--- src/rtl/nibble_add_pkg.sv ---
// Shared types and constants for the nibble-serial adder.
package nibble_add_pkg;

  localparam int unsigned SLICE_W = 4;

  typedef enum logic [1:0] {
    IDLE,
    RUN,
    DONE
  } state_e;

endpackage

--- src/rtl/nibble_adder4.sv ---
// Combinational 4-bit adder slice with carry-in and carry-out.
module nibble_adder4
  import nibble_add_pkg::*;
(
  input  logic [SLICE_W-1:0] a,
  input  logic [SLICE_W-1:0] b,
  input  logic               cin,
  output logic [SLICE_W-1:0] s,
  output logic               co
);

  assign {co, s} = {1'b0, a} + {1'b0, b} + {{SLICE_W{1'b0}}, cin};

endmodule

--- src/rtl/nibble_add_seq.sv ---
// Sequential adder: one 4-bit slice per cycle through a single shared adder.
// Optional subtract mode is enabled by defining NIBBLE_ADD_SEQ_SUB_EN.
module nibble_add_seq
  import nibble_add_pkg::*;
#(
  parameter int unsigned NIBBLES = 4
) (
  input  logic                         clk,
  input  logic                         rst,
  input  logic                         start,
`ifdef NIBBLE_ADD_SEQ_SUB_EN
  input  logic                         sub,
`endif
  input  logic [SLICE_W*NIBBLES-1:0]   op_a,
  input  logic [SLICE_W*NIBBLES-1:0]   op_b,
  output logic                         busy,
  output logic                         done,
  output logic [SLICE_W*NIBBLES-1:0]   sum,
  output logic                         cout
);

  localparam int unsigned W  = SLICE_W * NIBBLES;
  localparam int unsigned KW = $clog2(NIBBLES);
  localparam logic [KW-1:0] KLast = KW'(NIBBLES - 1);

  state_e          state_q, state_d;
  logic [KW-1:0]   k_q, k_d;
  logic [W-1:0]    a_q, a_d;
  logic [W-1:0]    b_q, b_d;
  logic [W-1:0]    sum_q, sum_d;
  logic            carry_q, carry_d;
  logic            cout_q, cout_d;

  logic [W-1:0]    b_in;
  logic            cin_init;

  logic [SLICE_W-1:0] slice_a, slice_b, slice_s;
  logic               slice_co;

  // Subtraction is folded into the operand: store ~op_b and seed the carry with 1.
`ifdef NIBBLE_ADD_SEQ_SUB_EN
  assign b_in     = sub ? ~op_b : op_b;
  assign cin_init = sub;
`else
  assign b_in     = op_b;
  assign cin_init = 1'b0;
`endif

  assign slice_a = a_q[k_q*SLICE_W +: SLICE_W];
  assign slice_b = b_q[k_q*SLICE_W +: SLICE_W];

  nibble_adder4 u_adder (
    .a   (slice_a),
    .b   (slice_b),
    .cin (carry_q),
    .s   (slice_s),
    .co  (slice_co)
  );

  // Next-state logic: accept in IDLE, one slice per RUN cycle, single DONE cycle.
  always_comb begin
    state_d = state_q;
    k_d     = k_q;
    a_d     = a_q;
    b_d     = b_q;
    sum_d   = sum_q;
    carry_d = carry_q;
    cout_d  = cout_q;
    unique case (state_q)
      IDLE: begin
        if (start) begin
          a_d     = op_a;
          b_d     = b_in;
          k_d     = '0;
          carry_d = cin_init;
          sum_d   = '0;
          cout_d  = 1'b0;
          state_d = RUN;
        end
      end
      RUN: begin
        sum_d[k_q*SLICE_W +: SLICE_W] = slice_s;
        carry_d = slice_co;
        if (k_q == KLast) begin
          cout_d  = slice_co;
          k_d     = '0;
          state_d = DONE;
        end else begin
          k_d = k_q + 1'b1;
        end
      end
      DONE: begin
        state_d = IDLE;
      end
      default: begin
        state_d = IDLE;
      end
    endcase
  end

  // State register with synchronous reset; reset discards any partial result.
  always_ff @(posedge clk) begin
    if (rst) begin
      state_q <= IDLE;
      k_q     <= '0;
      a_q     <= '0;
      b_q     <= '0;
      sum_q   <= '0;
      carry_q <= 1'b0;
      cout_q  <= 1'b0;
    end else begin
      state_q <= state_d;
      k_q     <= k_d;
      a_q     <= a_d;
      b_q     <= b_d;
      sum_q   <= sum_d;
      carry_q <= carry_d;
      cout_q  <= cout_d;
    end
  end

  assign busy = (state_q == RUN);
  assign done = (state_q == DONE);
  assign sum  = sum_q;
  assign cout = cout_q;

endmodule

--- config.mk ---
export PLATFORM = sky130hd
export DESIGN_NAME = nibble_add_seq
export DESIGN_NICKNAME = d
export VERILOG_FILES = /design/src/rtl/nibble_add_pkg.sv /design/src/rtl/nibble_adder4.sv /design/src/rtl/nibble_add_seq.sv
export SDC_FILE = /design/constraint.sdc
export NUM_CORES = 1
export LEC_CHECK = 0
export BUFFER_PORTS_ARGS = -buffer_cell sky130_fd_sc_hd__buf_2
export CAP_MARGIN = 20
export CORE_MARGIN = 2
export CORE_UTILIZATION = 33
export DETAILED_ROUTE_END_ITERATION = 10
export GPL_TIMING_DRIVEN = 0
export PLACE_DENSITY_LB_ADDON = 0.08
export SLEW_MARGIN = 15
export SYNTH_ARGS = -nofsm -noshare
export SYNTH_HDL_FRONTEND = slang
export SYNTH_SLANG_ARGS = --single-unit
--- constraint.sdc ---
create_clock -name clk -period 2.9 [get_ports clk]
set_clock_uncertainty 0.1 [all_clocks]
set_input_delay 0.58 -clock clk [delete_from_list [all_inputs] [get_ports clk]]
set_output_delay 0.58 -clock clk [all_outputs]
set_load 0.01 [all_outputs]
==> results.md, run 1 <==
- In the final layout, the share of cells above drive strength 1 is 0.2733.
- The number of warnings reported in the yosys synthesis log is 0.
- Traced cell by cell, the critical path runs through buf_8, mux4_2, fa_1, fa_1, a21oi_1, nor2b_1, o21ai_1, a21oi_1.
- Leaving out fill and tap cells, the most frequent cell in the layout is sky130_fd_sc_hd__nand2_1.
- Timing analysis after detailed placement gives a worst setup slack of -0.2737 ns.
- For this design the total switching power over the nets is 0.4157 mW.
- Of the total synthesized cell area, the portion taken by full adders, half adders and majority gates is 0.05377.
- The total clock buffers created by CTS is 5.
- The area fraction in compound gates after synthesis was 0.1539.
- The routed length on met1 is 2.717 mm.
- The endpoint kind of the worst setup timing path is a register.
- The maximum fanout along the worst path is 10.
- In this run the vertical extent of the chip is between 80 and 90 um.
- The power per unit of standard cell area is 535.6 nW/um^2.
- The highest metal layer with signal wires is met4.
- During I/O placement, the number of pins put on the boundary was 54.
- The delay of the slowest cell on the worst path is 0.56 ns.
- The total global-route track usage is 0.1632.
- Once layout is complete, the utilization of the core stands at 0.4224.
- After technology mapping, the gate count stands at 260.
- The maximum clock rate is approximately 0.37 GHz.
- The count of filler cells inserted in the layout is 752.
- The total inserted antenna cells is 0.
- STA classifies the critical path startpoint as a register.
- In this run, distinct cell masters in the synthesized netlist total 35.
- The net count after synthesis is 304.
- The die span in x is 88.81 um.
- Of the total power, combinational logic draws 0.156.
- The number of hold buffers added after CTS is 0.
- The number of hold violations in the final report is 0.
- The number of sinks handled by clock tree synthesis is 54.
- The layout-stage area growth over the synthesis result is 22.25%.
- Summing every instance area after synthesis gives about 2400 sq um.
- After synthesis, the largest family of logic cells by area is simple AND/OR/NAND/NOR gates.
- After detailed placement, the total cell area comes to 2754 sq um.
- Once routing completed, OpenROAD measured the worst setup slack at 0.1703 ns.
- The initial DRC count is 76.
- The share of the yosys chip area belonging to registers is 0.4555.
- The starting density of the core is 0.3455.
- The minimum clock period after layout is 2.730 ns.
- Setup repair after global routing left no endpoint under its margin.
- The worst slew margin relative to its limit is 0.6375.
- The die footprint is approximately 8000 sq um.
- For this run, the post-layout net count is 365.
- Wire segments on met3 add up to around 260 um in the final route.
- The via count of the first global-routing pass was a little under 2000.
- Wires add up to 5.889 mm.
- The gate family responsible for the most delay along the worst path is adder cells.
- Entering global routing, the biggest net connects 18 pins.
- The number of buffers and inverters on the critical path is 1.
- The internal power is 1.138 mW.
- The share of total power dissipated in the clock network is 0.335.
- The leftover overflow at the end of global routing is 0.
- TritonCTS built the clock tree.
- The final hold slack is about 0.36 ns.
- After clock tree synthesis, the clock-pin slew on the worst setup and hold paths is 0.10 ns.
- The via count of the routed design is 1990.
- In the final routed layout, each cell accounts on average for 14.09 um.
- The clock insertion delay at the later pin of the skew report is 0.32 ns.
- Counting flops and latches in the post-synthesis netlist gives 54.
- The count of port buffers added during placement is 52.
- In this run the remaining antenna-violating nets after routing total 0.
- Data arrives at the worst endpoint at 2.81 ns.
- The category of the critical setup timing path is reg -> reg.
- The congestion estimate from routability-driven global placement came to 0.8135.
- For this run, design rule violations remaining after detail routing come to 0.
- The run finished with clean final reports.
- The cell count after placement is 408.
- At the worst endpoint, the required time is 2.98 ns.
- The mux contribution to synthesized area is 0.07591.
- The part of the power in registers is 0.509.
- The post-DP HPWL is 4.349 mm.
- The initial antenna violation count is 0.
- The critical-path cell with the highest stage delay is sky130_fd_sc_hd__mux4_2.
- The first TritonRoute pass finished after 4 iterations.
- The top cell types in the final layout, fill and taps aside, are 70 x sky130_fd_sc_hd__nand2_1, 55 x sky130_fd_sc_hd__buf_2, 53 x sky130_fd_sc_hd__dfxtp_1.
- CTS placed an instance of sky130_fd_sc_hd__clkbuf_8 at the clock tree root.
- The core region is 6869 sq um.
- The initialized floorplan defines 30 standard-cell rows.
- The multi-input gate area in the final layout is 1184 sq um.
- The tightest min-delay check is of the reg -> reg type.
- Each instance of the synthesized netlist takes up on average 9.129 sq um.
- Of the total synthesized cell area, the portion taken by XOR and XNOR cells is 0.003690.
- Of the total synthesized cell area, the portion taken by AND, OR, NAND and NOR gates is 0.2082.
- For the pin with the worst max-slew slack, the measured transition is around 0.54 ns.
- The static leakage power is 1.242 nW.
- The number of max-cap violations is 0.
- The max-slew violation total from the final report is 0.
- The routed design uses 2.820 mm of met2 wire.
- The switching fraction of total power is 0.2675.
- The area taken by flip-flops and latches is roughly 1100 sq um.
- Summing all non-filler instances in the final layout gives an area of 2902 sq um.
- The number of setup violations in the final report is 0.
- The first-pass GRT wire length is just under 10 mm.
- CTS built an H-tree with a depth of 2.
- After detailed routing, the number of vias per cell comes to between 4 and 5.
- The worst vdd rail ir drop is ~0.19 mV.
- Excluding fillers, the count of instances in the completed layout stands at ~420.
- Dividing the final minimum period by the clock period gives 0.9413.
- The maximum buffer depth of the clock tree is 2.
==> cell usage after synthesis <==
master | number | area [sq um]
sky130_fd_sc_hd__buf_6 | 4 | 45.04
sky130_fd_sc_hd__a21oi_1 | 35 | 175.2
sky130_fd_sc_hd__o21ai_0 | 1 | 5.000
sky130_fd_sc_hd__nor3_1 | 1 | 5.000
sky130_fd_sc_hd__ha_1 | 7 | 87.58
sky130_fd_sc_hd__nor2b_1 | 1 | 6.260
sky130_fd_sc_hd__or2_2 | 1 | 6.260
sky130_fd_sc_hd__nor4_4 | 1 | 21.27
sky130_fd_sc_hd__and4bb_2 | 1 | 12.51
sky130_fd_sc_hd__buf_1 | 1 | 3.750
sky130_fd_sc_hd__a31oi_1 | 1 | 6.260
sky130_fd_sc_hd__nor3b_1 | 1 | 7.510
sky130_fd_sc_hd__a21o_1 | 5 | 37.54
sky130_fd_sc_hd__nand2b_4 | 1 | 13.76
sky130_fd_sc_hd__nor4b_4 | 1 | 23.77
sky130_fd_sc_hd__o31ai_1 | 1 | 7.510
sky130_fd_sc_hd__nor2_2 | 1 | 6.260
sky130_fd_sc_hd__clkbuf_1 | 6 | 22.52
sky130_fd_sc_hd__a32oi_1 | 4 | 35.03
sky130_fd_sc_hd__fa_1 | 2 | 40.04
sky130_fd_sc_hd__nand2b_1 | 2 | 12.51
sky130_fd_sc_hd__nor2_1 | 21 | 78.83
sky130_fd_sc_hd__buf_2 | 3 | 15.01
sky130_fd_sc_hd__nand2_1 | 70 | 262.8
sky130_fd_sc_hd__a22oi_1 | 12 | 90.09
sky130_fd_sc_hd__xor2_1 | 1 | 8.760
sky130_fd_sc_hd__and3b_1 | 1 | 8.760
sky130_fd_sc_hd__nand3b_1 | 1 | 7.510
sky130_fd_sc_hd__buf_4 | 2 | 15.01
sky130_fd_sc_hd__dfxtp_1 | 54 | 1081
sky130_fd_sc_hd__nand3_1 | 3 | 15.01
sky130_fd_sc_hd__inv_1 | 4 | 15.01
sky130_fd_sc_hd__and3_1 | 1 | 6.260
sky130_fd_sc_hd__mux4_2 | 8 | 180.2
sky130_fd_sc_hd__a211o_1 | 1 | 8.760
==> stage by stage <==
step                      power (mW)  setup TNS [ns]
final                          1.554               0
after global routing           1.637               0
after CTS                      1.565               0
after detailed placement       1.048          -2.019
after global placement         1.047          -1.896
after floorplan               0.9653               0
==> what timing repair did <==
action	4_1_cts	5_1_grt
setup endpoints to repair	14	5
gates resized for setup	6	1
endpoints found under the hold margin	0	0
buffers inserted	0	2
==> sequential cells by signal, summed over array words and instances, names as in the netlist <==
signal and cells:
cout 1, sum 16, state_q 2, k_q 2, carry_q 1, a_q 16, b_q 16
==> routing by layer <==
layer,GRT usage,up-vias
li1,-,1017
met1,0.2135,919
met2,0.2693,45
met3,0.03638,9
met4,0.04959,0
met5,0,-
==> area by class of cell <==
type	instances	area share
multi-input combinational	186	0.4079
sequential	54	0.3739
timing repair buffer	54	0.09487
tap	96	0.04140
buffer	16	0.03795
clock buffer	5	0.02372
clock inverter	3	0.01509
inverter	4	0.005175
==> power by group through the flow <==
stage               combinational (mW)  sequential (mW)  clock [mW]
global placement                 0.236            0.811           0
detailed placement               0.237            0.812           0
floorplan                        0.159            0.806           0
CTS                              0.240            0.795       0.530
global route                     0.271            0.796       0.569
finish                           0.242            0.791       0.520
==> final timing paths <==
kind	depth (start not counted)	slack [ns]	to	startpoint
min reg2reg	2	0.36	b_q[9]	b_q[9]
max reg2reg	8	0.17	carry_q	k_q[0]
max	8	0.17	carry_q	k_q[0]
min	2	0.36	b_q[9]	b_q[9]
==> worst min-delay path: cells and delay by family (launching register included) <==
kind / cells / cell delay [ns]
and+or+nand+nor: 1 / 0.05
DFF: 1 / 0.32
AOI/OAI and AO/OA: 1 / 0.05
==> kinds of logic after synthesis <==
kind of cell,Yosys count
multiplexers,8
AO/OA/AOI/OAI,60
XOR/XNOR,1
flip-flops,54
buffers and inverters,20
adder cells (fa/ha/maj),9
AND/OR/NAND/NOR,108
Power figures use the tool's default switching activity.
==> run 2, diff against run 1 <==
--- a/config.mk
+++ b/config.mk
@@ -5,11 +5,13 @@
 export SDC_FILE = /design/constraint.sdc
 export NUM_CORES = 1
 export LEC_CHECK = 0
-export BUFFER_PORTS_ARGS = -buffer_cell sky130_fd_sc_hd__buf_2
 export CAP_MARGIN = 20
+export CELL_PAD_IN_SITES_DETAIL_PLACEMENT = 1
+export CELL_PAD_IN_SITES_GLOBAL_PLACEMENT = 1
 export CORE_MARGIN = 2
 export CORE_UTILIZATION = 33
 export DETAILED_ROUTE_END_ITERATION = 10
+export DONT_BUFFER_PORTS = 1
 export GPL_TIMING_DRIVEN = 0
 export PLACE_DENSITY_LB_ADDON = 0.08
 export SLEW_MARGIN = 15
==> run 2 against run 1 <==
Against the previous run:
- worst hold slack lost 0.060 ns
- via count shrank 6.5%
- sequential cell count is the same
- combinational power shrank 7%
- worst setup slack gained 0.050 ns
==> results.md, run 2 (synthesis results as in run 1) <==
- The layer flagged by global routing as most heavily used is met2.
- The source of the critical timing path is k_q[0].
- Entering global routing, the biggest net connects 16 pins.
- At the end of routability-driven placement, the weighted congestion stood at roughly 0.75.
- The number of nets at the end of the flow is 314.
- The total inserted antenna cells is 0.
- The min-delay analysis places its worst path in the category in -> reg.
- For this run, global-route usage on met3 was measured as 0.03451.
- In this run the most critical hold path is launched from op_a[14].
- In the finished design, the share of the clock period the worst path needs comes to 0.9239.
- Setup repair after global routing left no endpoint under its margin.
- After layout, the minimum clock period comes to 2.679 ns.
- The flow ran to the end, and the final reports show no timing, DRC or antenna violations.
- For this configuration, the core starts out at a cell density of 0.3455.
- STA classifies the critical path startpoint as a register.
- TritonCTS built the clock tree.
- The die covers 7887 sq um.
- Input and output buffers added on the ports amount to 0.
- The max-slew violation total from the final report is 0.
- The average wire per standard cell is 16.73 um.
- The later pin in the worst-skew pair is clocked with a latency of 0.31 ns.
- The data arrival time of the critical path is 2.76 ns.
- The maximum fanout along the worst path is 10.
- The total clock buffers created by CTS is 5.
- The worst pin sits at a relative slew slack of 0.6545.
- The worst vdd rail ir drop is around 0.2 mV.
- In this run the static leakage power is 1.006 nW.
- The layout-stage area growth over the synthesis result is 12.07%.
- For this run the aggregate overflow at the end of global routing stands at 0.
- The tree built by TritonCTS fans out to between 50 and 60 sinks.
- The initial antenna violation count is 0.
- The root buffer cell is sky130_fd_sc_hd__clkbuf_8.
- The die is 88.81 um wide.
- The via count of the routed design is 1860.
- The global-route track usage on met2 is 0.2632.
- Leaving out fill and tap cells, the most frequent cells in the layout are 70 x sky130_fd_sc_hd__nand2_1, 53 x sky130_fd_sc_hd__dfxtp_1, 35 x sky130_fd_sc_hd__a21oi_1.
- The endpoint kind of the worst setup timing path is a register.
- The first-pass GRT wire length is 9.715 mm.
- The power per unit of standard cell area is between 500 and 600 nW/um^2.
- For this run, global-route usage on met1 was measured as 0.2305.
- The CTS clock-pin slew for the worst setup and hold paths is approximately 0.1 ns.
- The final setup TNS is 0 ns.
- For this run, design rule violations remaining after detail routing come to 0.
- The actual slew at the worst max-slew pin is between 0.5 and 0.6 ns.
- For this design the top-level I/O count stands at 54.
- The number of setup violations in the final report is 0.
- For this run, the top clock speed supported by timing is ~0.37 GHz.
- The initial DRC count is between 70 and 80.
- The most common cell after layout, fill and taps aside is sky130_fd_sc_hd__nand2_1.
- The number of hold violations in the final report was 0.
- The via count of the first global-routing pass was 1854.
- The final worst setup slack is around 0.22 ns.
- The startpoint identified for the worst register-to-register timing path is k_q[0].
- The iteration count of the initial detailed-routing pass is 4.
- The total global-route track usage is 0.1651.
- The setup path with the least slack is of type reg -> reg.
- The clock passes through at most 2 buffers.
- The H-tree level count is 2.
- The placement row count is 30.
- In this run the vertical extent of the chip is a little under 90 um.
- In this run the standard cell core region covers 6869 sq um.
- The final wirelength is 6.139 mm.
- The number of max-cap violations is 0.
- The count of filler cells inserted in the layout is 818.
- After detailed routing, the number of vias per cell comes to 5.068.
- The placement-stage worst setup slack is -0.3491 ns.
- The remaining antenna violation count after routing is 0.
- The post-DP HPWL is 4.485 mm.
- At the worst endpoint, the required time is between 2 and 3 ns.
- The share of post-route cells with drive strength above 1 is 0.1365.
- The overall power consumption is 1.520 mW.
## run 2: cell count changes in the layout (fill, tap and decap cells not counted), sizes merged
cell	change
clkinv	-1
clkbuf	+2
buf	-51
inv	-1
## run 2: where the power goes
group / switching, mW / internal (mW) / leakage (nW)
sequential: 0.0228 / 0.773 / 0.441
clock: 0.241 / 0.259 / 0.0524
combinational: 0.131 / 0.0927 / 0.512
total: 0.395 / 1.12 / 1.01
## run 2: layout make-up
class	instances	area (sq um)	share of cell area
Multi-Input combinational cell	186	1201	0.4516
Clock buffer	7	76.32	0.02869
Sequential cell	54	1085	0.4078
Tap cell	96	120.1	0.04516
Timing Repair Buffer	3	22.52	0.008467
Inverter	4	15.01	0.005644
Clock inverter	1	30.03	0.01129
Buffer	16	110.1	0.04139
## run 2: timing repair
action | in CTS | in global routing
endpoints found under the setup margin | 14 | 6
hold buffers | 0 | 0
pin swaps | 0 | 1
resized for setup | 6 | 4
setup buffers | 0 | 3
## run 2: worst paths after layout
check / endpoint / slack, ns / cells after the start
min reg2reg: b_q[9] / 0.36 / 2
max: carry_q / 0.22 / 8
max reg2reg: carry_q / 0.22 / 8
min: a_q[14] / 0.30 / 2
## run 2: critical path: stages (launching register included)
cell	delay (ns)
sky130_fd_sc_hd__dfxtp_4	0.40
sky130_fd_sc_hd__buf_8	0.16
sky130_fd_sc_hd__mux4_2	0.54
sky130_fd_sc_hd__fa_1	0.46
sky130_fd_sc_hd__fa_2	0.42
sky130_fd_sc_hd__a21oi_1	0.15
sky130_fd_sc_hd__nor2b_1	0.07
sky130_fd_sc_hd__o21ai_2	0.16
sky130_fd_sc_hd__a21oi_1	0.08
## run 2: per-stage QoR
step | hold slack (ns) | instance area, sq um | std cells | utilization
2_1_floorplan | 0.3331 | 2374 | 260 | -
3_3_place_gp | 0.3410 | 2494 | 356 | 0.3630
3_5_place_dp | 0.3474 | 2494 | 356 | 0.3630
4_1_cts | 0.2886 | 2616 | 364 | 0.3809
5_1_grt | 0.2859 | 2660 | 367 | 0.3873
6_report | 0.2967 | 2660 | 367 | 0.3873
## run 2: routing by layer
layer | up-vias | share of wire
met5 | - | 0
met4 | 0 | 0.0099
met3 | 6 | 0.062
met2 | 52 | 0.47
met1 | 893 | 0.45
li1 | 909 | -
==> run 3, diff against run 2 <==
--- a/config.mk
+++ b/config.mk
@@ -5,6 +5,7 @@
 export SDC_FILE = /design/constraint.sdc
 export NUM_CORES = 1
 export LEC_CHECK = 0
+export ABC_CLOCK_PERIOD_IN_PS = 2900
 export CAP_MARGIN = 20
 export CELL_PAD_IN_SITES_DETAIL_PLACEMENT = 1
 export CELL_PAD_IN_SITES_GLOBAL_PLACEMENT = 1
@@ -12,7 +13,6 @@
 export CORE_UTILIZATION = 33
 export DETAILED_ROUTE_END_ITERATION = 10
 export DONT_BUFFER_PORTS = 1
-export GPL_TIMING_DRIVEN = 0
 export PLACE_DENSITY_LB_ADDON = 0.08
 export SLEW_MARGIN = 15
 export SYNTH_ARGS = -nofsm -noshare
==> run 3 against run 2 <==
Against the previous run:
- cell area down 4.7%
- sequential share of layout area up 1.9 points
- sequential power about the same
- sequential cell count unchanged
- global-route usage down 0.41 points
==> results.md, run 3 (synthesis results as in run 1) <==
- The element type at the critical path start is a register.
- The routed via count divided by cell count is 5.011.
- The endpoint kind of the worst setup timing path is a register.
- The post-DP HPWL is 4.205 mm.
- After routing, the total negative slack on setup checks comes to 0 ns.
- The count of port buffers added during placement is 0.
- The max-slew violation total from the final report is 0.
- From left edge to right edge, the die measures 88.81 um.
- The number of nets at the end of the flow is 300.
- The total overflow left after global routing is 0.
- The category of the critical setup timing path is reg -> reg.
- Clock-pin slew was measured on the worst setup and hold paths at 0.10 ns.
- The DRC violations left is 0.
- In the finished design, the share of the clock period the worst path needs comes to 0.9164.
- The initial DRC count is 66.
- The initial utilization of the core area, before any placement, comes to 0.3455.
- In this run the tightest slew margin relative to its limit is 0.6823.
- The layout-stage area growth over the synthesis result is 6.800%.
- Before CTS, the worst setup slack after placement is 0.2260 ns.
- The initial antenna violation count is 0.
- The floorplan has 30 rows.
- The number of I/O pins is 54.
- The die footprint is 7887 sq um.
- The tool flagged a number of max-cap violations equal to 0.
- The via count of the first global-routing pass is 1758.
- The share of post-route cells with drive strength above 1 is 0.1051.
- The die is roughly 89 um tall.
- VDD sags by at most 0.2420 mV.
- Leaving out fill and tap cells, the most frequent cell in the layout is sky130_fd_sc_hd__nand2_1.
- The data arrival time of the critical path is 2.81 ns.
- The gate family responsible for the most delay along the worst path is adder cells.
- The total global-route track usage is 0.1610.
- The actual slew at the worst max-slew pin is between 0.4 and 0.5 ns.
- The delay of the slowest cell on the worst path is 0.54 ns.
- The number of setup buffers added after CTS is 0.
- The TritonCTS clock tree is built.
- The number of sinks handled by clock tree synthesis is 54.
- The worst hold path belongs to the class in -> reg.
- The number of hold violations in the final report was 0.
- The clock insertion delay at the later pin of the skew report is 0.31 ns.
- For this run, the top clock speed supported by timing is between 0.3 and 0.4 GHz.
- The root buffer cell is sky130_fd_sc_hd__clkbuf_8.
- STA puts the critical path data required time at 3.05 ns.
- The final worst setup slack is 0.2423 ns.
- The static leakage power is 0.9565 nW.
- The final wirelength is 5.921 mm.
- The iteration count of the initial detailed-routing pass is 4.
- The number of hold buffers added after CTS is 0.
- At the end of routability-driven placement, the weighted congestion stood at 0.6883.
- Counting the fill cells in the layout gives 813.
- The maximum buffer depth of the clock tree is 2.
- The overall power consumption is 1.448 mW.
- The flow ran to the end, and the final reports show no timing, DRC or antenna violations.
- The count of nets left with antenna violations once routing finished came out at 0.
- TritonCTS created 5 clock buffers.
- The critical-path cell with the highest stage delay is sky130_fd_sc_hd__mux4_2.
- Entering global routing, the biggest net connects 56 pins.
- Walking the worst path, the cells encountered are mux4_2, fa_1, fa_1, xor2_1, a22oi_1, nor2_1.
- The final hold slack is 0.2400 ns.
- The detailed router placed 1769 vias in this run.
- Power spread over the standard cell area amounts to between 500 and 600 nW/um^2.
- The area of the placeable core is 6869 sq um.
- The average wire per standard cell is 16.77 um.
- The total stage count of the critical path is 6.
- In the layout the commonest cells are 70 x sky130_fd_sc_hd__nand2_1, 54 x sky130_fd_sc_hd__dfxtp_1, 35 x sky130_fd_sc_hd__a21oi_1.
- In this run the worst path has a maximum fanout of 4.
- Counting instances, the worst hold path has a depth of 1.
- The minimum clock period after layout is about 2.7 ns.
- The first global-routing pass estimated between 9 and 10 mm of wire.
- The post-cts sizing count is 0.
- Setup violations remaining at the end of the flow were counted as 0.
- Measured in cells, the most critical reg-to-reg path has a length of 6.
- Setup repair after global routing left no endpoint under its margin.
- The cell that appears most often on the critical path is sky130_fd_sc_hd__fa_1.
- Counting both buffers and inverters, the worst setup path holds a total of 0.
- 0 antenna diodes ended up in the layout.
- The H-tree was split into 2 levels.
[run 3: changes by cell type in the layout (fill, tap and decap cells not counted), moves of 2 or more]
cell,previous run,this run
sky130_fd_sc_hd__buf_2,3,0
sky130_fd_sc_hd__buf_6,4,0
sky130_fd_sc_hd__clkbuf_1,7,0
sky130_fd_sc_hd__clkbuf_8,5,7
[run 3: per-stage QoR]
| step | cell area, sq um | util | cells |
|---|---|---|---|
| 6_report | 2535 | 0.3690 | 353 |
| 5_1_grt | 2535 | 0.3690 | 353 |
| 3_3_place_gp | 2430 | 0.3537 | 345 |
| 4_1_cts | 2535 | 0.3690 | 353 |
| 2_1_floorplan | 2374 | - | 260 |
| 3_5_place_dp | 2430 | 0.3537 | 345 |
[run 3: power by group]
part	internal, mW	switching [mW]
sequential	0.774	0.0224
clock	0.219	0.251
combinational	0.0736	0.108
[run 3: worst paths after layout]
check,start,to,slack (ns)
min,rst,sum[12],0.24
max,k_q[0],sum[6],0.24
min reg2reg,b_q[8],b_q[8],0.35
max reg2reg,k_q[0],sum[6],0.24
[run 3: layout make-up]
type                            count  area (sq um)  share of cell area
Sequential cell                    54          1081              0.4265
Clock buffer                        7         96.34             0.03801
Tap cell                           96         120.1             0.04738
Inverter                            4         15.01            0.005923
Timing Repair Buffer                5         37.54             0.01481
Multi-Input combinational cell    186          1176              0.4640
Clock inverter                      1         8.758            0.003455
[run 3: worst reg2reg max path, stage by stage (launching register included)]
cell,delay [ns]
sky130_fd_sc_hd__dfxtp_1,0.42
sky130_fd_sc_hd__mux4_2,0.54
sky130_fd_sc_hd__fa_1,0.44
sky130_fd_sc_hd__fa_1,0.43
sky130_fd_sc_hd__xor2_1,0.41
sky130_fd_sc_hd__a22oi_1,0.16
sky130_fd_sc_hd__nor2_1,0.11
[run 3: layer usage]
metal / GRT usage / up-vias / share of wire / wire (um)
li1: - / 888 / - / -
met1: 0.2172 / 839 / 0.45 / 2677
met2: 0.2544 / 37 / 0.49 / 2902
met3: 0.04291 / 5 / 0.050 / 295
met4: 0.04545 / 0 / 0.0078 / 46
met5: 0 / - / 0 / 0
